**src/rtl/cdb_arbiter.sv**
```systemverilog
// cdb_arbiter: round-robin write-back arbiter driving two registered result buses from per-requester FIFOs; define CDB_BYPASS_EN for same-cycle bypass of empty FIFOs
module cdb_arbiter #(
  parameter int NUM_REQ = 3,
  parameter int DEPTH = 2,
  parameter int TAG_W = 6,
  parameter int DATA_W = 32,
  parameter logic [TAG_W-1:0] TAG_FREE = '0,
  parameter logic [DATA_W-1:0] DATA_FREE = '0
) (
  input  logic                       clk,
  input  logic                       rst,
  input  logic                       rdy,
  input  logic                       flush,
  input  logic [NUM_REQ-1:0]         reqValid,
  input  logic [NUM_REQ*TAG_W-1:0]   reqTag,
  input  logic [NUM_REQ*DATA_W-1:0]  reqData,
  output logic [NUM_REQ-1:0]         reqReady,
  output logic                       enWrtO,
  output logic                       enWrtT,
  output logic [TAG_W-1:0]           WrtTagO,
  output logic [TAG_W-1:0]           WrtTagT,
  output logic [DATA_W-1:0]          WrtDataO,
  output logic [DATA_W-1:0]          WrtDataT,
  output logic [1:0]                 busyCnt
);
  localparam int PW = DEPTH > 1 ? $clog2(DEPTH) : 1;
  localparam int CW = PW + 1;
  localparam int RW = NUM_REQ > 1 ? $clog2(NUM_REQ) : 1;
  logic [TAG_W-1:0]  mem_tag   [NUM_REQ][DEPTH];
  logic [DATA_W-1:0] mem_data  [NUM_REQ][DEPTH];
  logic [PW-1:0]     rp        [NUM_REQ];
  logic [PW-1:0]     wp        [NUM_REQ];
  logic [CW-1:0]     cnt       [NUM_REQ];
  logic [TAG_W-1:0]  head_tag  [NUM_REQ];
  logic [DATA_W-1:0] head_data [NUM_REQ];
  logic [NUM_REQ-1:0] cand, gnt, push, pop;
  logic [RW-1:0] rr_ptr, sel_o, sel_t, last, rr_next;
  logic has_o, has_t, bus_o, bus_t;
  int scan_idx;
  assign bus_o = has_o & ~flush;
  assign bus_t = has_t & ~flush;
  // per-requester readiness, head view and candidacy; an empty FIFO presents the live request as its head
  always_comb begin
    for (int i = 0; i < NUM_REQ; i++) begin
      reqReady[i]  = (cnt[i] < CW'(DEPTH)) & ~flush;
      head_tag[i]  = |cnt[i] ? mem_tag[i][rp[i]]  : reqTag[i*TAG_W +: TAG_W];
      head_data[i] = |cnt[i] ? mem_data[i][rp[i]] : reqData[i*DATA_W +: DATA_W];
`ifdef CDB_BYPASS_EN
      cand[i] = |cnt[i] | (reqValid[i] & ~flush);
`else
      cand[i] = |cnt[i];
`endif
    end
  end
  // round-robin scan from rr_ptr: first candidate takes bus O, second takes bus T
  always_comb begin
    gnt = '0;
    has_o = 1'b0;
    has_t = 1'b0;
    sel_o = '0;
    sel_t = '0;
    scan_idx = 0;
    for (int k = 0; k < NUM_REQ; k++) begin
      scan_idx = (int'(rr_ptr) + k) % NUM_REQ;
      if (cand[scan_idx] && !has_o) begin
        has_o = 1'b1;
        sel_o = RW'(scan_idx);
        gnt[scan_idx] = 1'b1;
      end else if (cand[scan_idx] && !has_t) begin
        has_t = 1'b1;
        sel_t = RW'(scan_idx);
        gnt[scan_idx] = 1'b1;
      end
    end
    last = has_t ? sel_t : sel_o;
    rr_next = last == RW'(NUM_REQ - 1) ? '0 : last + RW'(1);
  end
  // a granted empty FIFO was served by bypass, so its request is not also stored
  always_comb begin
    for (int i = 0; i < NUM_REQ; i++) begin
      pop[i]  = gnt[i] & |cnt[i];
      push[i] = reqValid[i] & reqReady[i] & rdy & ~(gnt[i] & ~|cnt[i]);
    end
  end
  // FIFO storage carries no reset; occupancy is tracked by cnt
  always_ff @(posedge clk) begin
    for (int i = 0; i < NUM_REQ; i++)
      if (push[i]) begin
        mem_tag[i][wp[i]]  <= reqTag[i*TAG_W +: TAG_W];
        mem_data[i][wp[i]] <= reqData[i*DATA_W +: DATA_W];
      end
  end
  // FIFO pointers, counts, round-robin pointer and registered buses; everything holds while rdy is low
  always_ff @(posedge clk) begin
    if (!rst) begin
      for (int i = 0; i < NUM_REQ; i++) begin
        cnt[i] <= '0;
        rp[i]  <= '0;
        wp[i]  <= '0;
      end
      rr_ptr   <= '0;
      enWrtO   <= 1'b0;
      enWrtT   <= 1'b0;
      WrtTagO  <= TAG_FREE;
      WrtTagT  <= TAG_FREE;
      WrtDataO <= DATA_FREE;
      WrtDataT <= DATA_FREE;
      busyCnt  <= 2'd0;
    end else if (rdy) begin
      for (int i = 0; i < NUM_REQ; i++) begin
        cnt[i] <= flush ? '0 : cnt[i] + CW'(push[i]) - CW'(pop[i]);
        rp[i]  <= flush ? '0 : rp[i] + PW'(pop[i]);
        wp[i]  <= flush ? '0 : wp[i] + PW'(push[i]);
      end
      if (bus_o) rr_ptr <= rr_next;
      enWrtO   <= bus_o;
      enWrtT   <= bus_t;
      WrtTagO  <= bus_o ? head_tag[sel_o]  : TAG_FREE;
      WrtTagT  <= bus_t ? head_tag[sel_t]  : TAG_FREE;
      WrtDataO <= bus_o ? head_data[sel_o] : DATA_FREE;
      WrtDataT <= bus_t ? head_data[sel_t] : DATA_FREE;
      busyCnt  <= {bus_o & bus_t, bus_o ^ bus_t};
    end
  end
endmodule
```
**config.mk**
```make
export PLATFORM = sky130hd
export DESIGN_NAME = cdb_arbiter
export DESIGN_NICKNAME = d
export VERILOG_FILES = /design/src/rtl/cdb_arbiter.sv
export SDC_FILE = /design/constraint.sdc
export NUM_CORES = 1
export LEC_CHECK = 0
export BUFFER_PORTS_ARGS = -buffer_cell sky130_fd_sc_hd__buf_2
export CAP_MARGIN = 40
export CORE_MARGIN = 2
export CORE_UTILIZATION = 32
export CTS_CLUSTER_DIAMETER = 80
export DETAILED_ROUTE_END_ITERATION = 8
export SETUP_SLACK_MARGIN = 0.02
export SLEW_MARGIN = 20
export SYNTH_ARGS = -nofsm -noshare
export SYNTH_HDL_FRONTEND = slang
export SYNTH_SLANG_ARGS = --single-unit
```
**constraint.sdc**
```tcl
create_clock -name clk -period 4.81 [get_ports clk]
set_input_delay 1.2025 -clock clk [delete_from_list [all_inputs] [get_ports clk]]
set_output_delay 1.2025 -clock clk [all_outputs]
set_load 0.05 [all_outputs]
```
==> metrics, run 1 <==
outcome finished, final reports clean; TritonCTS clock tree yes; Ys Warns 0; ys async rst share 0%; post-CTS sizing 0; Worst Setup Start Kind flop; Final Cycle Share 74.2%; slowest cell on the critical path ha_1; top-area cell type share of the netlist area 48.8%; P&R area growth vs syn 19.8%; Bufs and invs on worst path 2; FF-to-FF path depth 9; clk buf depth 3; drt wl/cell 20.0 um; Finished Cell Area 17700 um2; Clk pin slew, worst setup/hold paths 0.06 ns; cell taking the most area after synthesis edfxtp_1; Worst EP required 4.96 ns; worst-margin pin slew 0.853 ns; Synth cell types 52; Setup crit end kind flop; largest net degree at the start of global routing 78; Worst path depth 9; pwr dens 413 nW/um2; Congestion Overflow GR 0; DP HPWL 29200 um; Mapped Avg Cell Area 12.1 um2; post-synthesis cell area 14800 um2; f_max 280 MHz; most common library cells after synthesis edfxtp_1, mux2i_1, nand2_1, nor2_1, a21oi_1; Vias/cell 4.95; Core ar. 45500 um2; hold_buf cts 0; maxcap violations 0; Initial Utilization 32.5%; Hold Vio Cnt, Final 0; clk sink count 322; Slew HR 42.5%; Port Buffers 203; I/O Pins 204; GP Congestion 0.893; final setup violation count 0; share of cells above drive strength 1 23.5%; first-pass GRT wire length 60800 um; EDFF count, synth 240; worst path cell trace inv_1 -> ha_1 -> nor3b_1 -> o32ai_1 -> nand2_1 -> nor2_1 -> nor4bb_1 -> ha_2 -> buf_4; Crit path largest cell delay 0.67 ns; Post-CTS Setup Inserts 0; GRT Total Usage 16.8%; Root Buffer clkbuf_16; clk_skew 0.0211 ns; LEAKAGE 6.59 nW; Die Y 219 um; initial antenna violation count 13; Synth area leaders edfxtp_1, mux2i_1, dfxtp_1; drt pass-1 iters 5; top-count cell post-synth edfxtp_1; final non-filler cell total 2026; placed cells 1961; critical path arrival 3.71 ns; critical path class reg -> reg; Slew Limit Fails 0; worst hold path type reg -> reg; critical path's top delay family simple AND/OR/NAND/NOR gates; Synth Flop Type edfxtp_1; final setup TNS 0 ns; nets@finish 1536; unrepaired setup endpoints after global routing false; 1st-iter DRT viols 883; Mapped Nets 1363; Worst VDD drop 0.161 mV; clock buffer count from CTS 34; Die W 219 um; residual DRC count 0; Seq/Total Area, Yosys 59.9%; number of global-route vias before repair 9853; Cells on Worst Hold Path 2; Die ar. 47900 um2; # fillers 4429; vias 10000; CP max FO 38; Mapped Cells 1225; Clock Latency Late Sink 0.53 ns; Routed Wire Length 40600 um; htree depth 2; Core Rows 78; DP Area 16500 um2; Final min period 3.57 ns; Routed Antenna Nets 0; FF+latch count, synth 322
-- logic make-up (layout without fill, tap and decap cells) --
group / count (synthesis) / after routing / synth area share [%]
compound gates: 278 / 278 / 12.6
xor+xnor: 9 / 9 / 0.533
fa+ha+maj: 18 / 18 / 1.51
buf+inv: 105 / 303 / 3.29
flops: 322 / 322 / 59.9
mux: 195 / 195 / 13.2
other cells: 0 / 3 / 0
simple gates: 298 / 298 / 9.01
-- layer usage --
layer	part of all wire, %	up-vias	global-route usage [%]
met4	2.1	16	4.30
met5	0.23	-	0
li1	-	4836	-
met2	44	286	25.9
met1	45	4822	22.5
met3	7.9	71	5.71
-- worst min-delay path, delay by kind of cell, from the launching register on --
family          cells  cell delay (ns)
compound gates      1             0.05
flops               1             0.32
simple gates        1             0.04
-- flip-flops by register name (all words and copies together) (netlist names) --
name,cells
rr_ptr,2
WrtDataT,32
mem_data,192
WrtDataO,32
enWrtO,1
WrtTagT,6
WrtTagO,6
enWrtT,1
busyCnt,2
wp,3
mem_tag,36
cnt,6
rp,3
-- area by class of cell --
type / count / area (um2) / area share, %
Antenna cell: 3 / 7.51 / 0.0424
Clock buffer: 51 / 1020 / 5.76
Clock inverter: 10 / 159 / 0.897
Inverter: 14 / 52.6 / 0.297
Multi-Input combinational cell: 798 / 5530 / 31.2
Sequential cell: 322 / 8850 / 50.0
Tap cell: 600 / 751 / 4.24
Timing Repair Buffer: 228 / 1340 / 7.56
-- cell usage in the layout, fill, tap and decap left out, types with 3 or more instances in the layout --
cell type,count
clkbuf_1,11
clkbuf_16,38
nor2b_1,43
a21bo_2,38
o22ai_1,3
and3_1,4
o21bai_1,3
mux2i_1,194
diode_2,3
bufinv_16,4
buf_12,4
nor2_4,4
buf_2,204
ha_2,6
ha_1,11
buf_4,15
a21oi_1,86
nand2b_1,7
nor2_1,94
xor2_1,3
buf_16,4
dfxtp_1,82
o21ai_0,67
a211o_1,3
o21ai_1,18
inv_1,13
edfxtp_1,240
o32ai_1,4
nor3_1,4
nand2_1,123
nor3b_1,4
xnor2_1,6
o21a_1,3
a221o_1,38
-- path summary, 6_finish.rpt --
check | startpoint | slack (ns) | endpoint
setup / recovery | rr_ptr[0]$_SDFFE_PN0P_ | 1.24 | mem_data[0][160]$_DFFE_PP_
hold / removal | WrtDataO[20]$_SDFFE_PN0P_ | 0.45 | WrtDataO[20]$_SDFFE_PN0P_
setup reg to reg | rr_ptr[0]$_SDFFE_PN0P_ | 1.24 | mem_data[0][160]$_DFFE_PP_
hold reg to reg | WrtDataO[20]$_SDFFE_PN0P_ | 0.45 | WrtDataO[20]$_SDFFE_PN0P_
-- power by group --
part           internal, mW  switching [mW]
sequential             3.09          0.0674
combinational         0.484           0.908
clock                  1.69            1.07
-- through the flow --
step                hold WS (ns)  util [%]  setup WS [ns]  total power [mW]
finish                     0.447      38.9           1.24              7.31
global route               0.481      38.9          0.967              7.61
CTS                        0.451      38.9           1.26              7.38
floorplan                  0.472         -           1.15              4.15
detailed placement         0.438      36.3          0.938              4.61
global placement           0.434      36.0          0.993              4.56
Power figures use the tool's default switching activity.
==> run 2: changes to the inputs <==
--- a/config.mk
+++ b/config.mk
@@ -5,6 +5,7 @@
 export SDC_FILE = /design/constraint.sdc
 export NUM_CORES = 1
 export LEC_CHECK = 0
+export ABC_AREA = 1
 export BUFFER_PORTS_ARGS = -buffer_cell sky130_fd_sc_hd__buf_2
 export CAP_MARGIN = 40
 export CORE_MARGIN = 2
==> constraint.sdc (replaced) <==
create_clock -name clk -period 3.15 [get_ports clk]
set_input_delay 0.7875 -clock clk [delete_from_list [all_inputs] [get_ports clk]]
set_output_delay 0.7875 -clock clk [all_outputs]
set_load 0.05 [all_outputs]
==> metrics, run 2 <==
multi-input logic area 5420 um2 (-2.1%); Register Area 8850 um2 (unchanged); GP Congestion 0.854 (-4.3%); Root Buffer clkbuf_16; hold_buf cts 0 (unchanged); LEAKAGE 7.77 nW (+18%); CP max FO 7 (-82%); clk_skew 0.0179 ns (-0.00326 ns); drt wl/cell 18.5 um (-7.5%); DP HPWL 33500 um (+15%); Setup crit end kind flop; Routed Wire Length 47000 um (+16%); f_max 351 MHz (+25%); critical path arrival 3.13 ns (-0.58 ns); Mapped Nets 1854 (+36%); reg-to-reg slack, setup 0.30 ns (-0.95 ns); htree depth 2 (unchanged); Bufs and invs on worst path 6 (+4); Clk pin slew, worst setup/hold paths 0.06 ns (about the same); largest net degree at the start of global routing 77 (-1.3%); largest family of logic cells by synthesized area simple AND/OR/NAND/NOR gates; critical path's top delay family adder cells; crit path to cnt[0][5]$_SDFFCE_PP0P_; Cells on Worst Hold Path 2 (unchanged); Worst path depth 18 (+9); residual DRC count 0 (unchanged); mux share of post-synthesis cell area 0% (-13 points); met1 Use GR 27.1% (+4.6 points); gr busiest metal met1; top-area cell type share of the netlist area 47.8% (-0.95 points); TritonCTS clock tree yes; Die Y 221 um (+0.97%); vias 12500 (+24%); commonest non-fill, non-tap cell in the layout nand2_1; post-CTS sizing 0 (unchanged); FF-to-FF path depth 18 (+9); P&R area growth vs syn 20.3%; Crit path largest cell delay 0.35 ns (-0.32 ns); # fillers 4612 (+4.1%); GRT Total Usage 18.7% (+1.9 points); Clock Latency Late Sink 0.54 ns (about the same); reg-to-reg critical path startpoint rr_ptr[1]$_SDFFE_PN0P_; worst setup margin 0.298 ns (-0.945 ns); met2 Usage GRT 27.0% (+1.2 points); pwr dens 964 nW/um2 (+130%); Synth area leaders edfxtp_1, nand2_1, dfxtp_1; Compound-Gate Fraction of Synth Area 8.75% (-3.8 points); nets@finish 2031 (+32%); Hold Vio Cnt, Final 0 (unchanged); maxcap violations 0 (unchanged); post-synthesis cell area 15100 um2 (+2.0%); Core ar. 46600 um2 (+2.4%); number of global-route vias before repair 11900 (+21%); Final min period 2.85 ns (-0.715 ns); worst-margin pin slew 0.774 ns (-0.0793 ns); Worst Setup Slack post-DPL 0.220 ns (-0.718 ns); Critical R2R Capture cnt[0][5]$_SDFFCE_PP0P_; Worst VDD drop 0.621 mV (+290%); EDFF count, synth 240 (unchanged); Vias/cell 4.92 (-0.62%); initial antenna violation count 18 (+5); worst path cell trace inv_1 -> ha_1 -> inv_2 -> nor3_4 -> inv_2 -> nand2_2 -> nand2_4 -> nand2_1 -> o21ai_1 -> buf_4 -> nand2_1 -> inv_1 -> ha_1 -> inv_1 -> ha_1 -> xor2_1 -> o21ai_0 -> a21oi_1; simple-gate share of the synthesized area 25.3% (+16 points); I/O Pins 204 (unchanged); Mapped Avg Cell Area 8.78 um2 (-27%); Routed Antenna Nets 0 (unchanged); drt pass-1 iters 6 (+1); Congestion Overflow GR 0 (unchanged); Synth cell types 31 (-40%); slowest cell on the critical path dfxtp_1; worst hold path type reg -> reg; Post-Synth XOR/XNOR Area 0.174% (-0.36 points); Worst EP required 3.42 ns (-1.54 ns); Core Rows 79 (+1.3%); Die ar. 48800 um2 (+1.9%); Seq/Total Area, Yosys 58.7% (-1.2 points); number of flip-flops in the largest register 192 (unchanged); ys async rst share 0% (unchanged); clock buffer count from CTS 37 (+8.8%); final hold slack 0.445 ns (-0.00135 ns); clk sink count 322 (unchanged); Ys Warns 0 (unchanged); most common library cells after synthesis nand2_1, edfxtp_1, nand3_1, o21ai_0, nor2_1; final setup violation count 0 (unchanged); Slew Limit Fails 0 (unchanged); share of cells above drive strength 1 17.9% (-5.6 points); top-count cell post-synth nand2_1; Slew HR 47.9% (+5.3 points); 1st-iter DRT viols 1042 (+18%); Initial Utilization 32.4% (-0.12 points); Die W 221 um (+0.97%); Worst Setup Start Kind flop; Final Cycle Share 90.5% (+16 points); Post-CTS Setup Inserts 0 (unchanged); post-synthesis adder-cell area fraction 1.41% (-0.096 points); clk buf depth 3 (unchanged); Port Buffers 203 (unchanged); Worst Setup SP rr_ptr[1]$_SDFFE_PN0P_; cell taking the most area after synthesis edfxtp_1; critical path class reg -> reg; unrepaired setup endpoints after global routing true; met3 usage 5.07% (-0.64 points); Mapped Cells 1716 (+40%); first-pass GRT wire length 71400 um (+17%); total power 17.5 mW (+140%); commonest non-fill, non-tap cells in the layout nand2_1, edfxtp_1, buf_2, nand3_1, o21ai_0; FF+latch count, synth 322 (unchanged); outcome finished, final reports clean; Synth Flop Type edfxtp_1
run 2: layout make-up:
type                    count  area share (%)
flip-flops and latches    322            48.8
clock buffers              50            5.99
inverters                  84            1.74
repair buffers            246            8.28
multi-input cells        1202            29.9
clock inverters            18            1.08
diodes                      4          0.0552
well taps                 607            4.19
run 2: kinds of logic (layout without fill, tap and decap cells):
logic type / Yosys count / in the layout
simple gates: 924 / 924
flops: 322 / 322
compound gates: 258 / 258
buf+inv: 192 / 398
fa+ha+maj: 17 / 17
xor+xnor: 3 / 3
other cells: 0 / 4
run 2: stage by stage:
stage,util (%),instances,setup TNS (ns),cell area [um2]
after detailed placement,36.2,2461,0,16800
after global placement,36.1,2459,0,16800
after floorplan,-,1716,-16.65,15100
after CTS,38.9,2529,0,18100
after global routing,38.9,2530,0,18100
final,39.0,2533,0,18100
run 2: where the power goes:
| part | leakage [nW] | internal [mW] | switching [mW] | total, mW |
|---|---|---|---|---|
| Clock | 0.626 | 2.75 | 1.71 | 4.46 |
| Combinational | 4.28 | 2.12 | 5.69 | 7.81 |
| Sequential | 2.86 | 4.99 | 0.225 | 5.22 |
run 2: per-layer routing:
metal | part of all wire (%) | up-vias
met1 | 46 | 5776
met3 | 8.7 | 92
met5 | 0.35 | -
met4 | 2.6 | 28
met2 | 42 | 462
li1 | - | 6106
run 2: how the worst min path moves through the flow:
stage,startpoint,slack [ns],end
global route,reqData[53],0.44,mem_data[0][117]$_DFFE_PP_
CTS,reqTag[1],0.43,mem_tag[0][1]$_DFFE_PP_
floorplan,rr_ptr[1]$_SDFFE_PN0P_,0.47,rr_ptr[1]$_SDFFE_PN0P_
detailed placement,WrtDataT[2]$_SDFFE_PN0P_,0.43,WrtDataT[2]$_SDFFE_PN0P_
global placement,WrtDataT[3]$_SDFFE_PN0P_,0.44,WrtDataT[3]$_SDFFE_PN0P_
finish,WrtDataO[15]$_SDFFE_PN0P_,0.45,WrtDataO[15]$_SDFFE_PN0P_
run 2: worst min-delay path: cells and delay by family (launching register included):
kind | cells | cell delay, ns
AND/OR/NAND/NOR | 2 | 0.10
flip-flops | 1 | 0.30
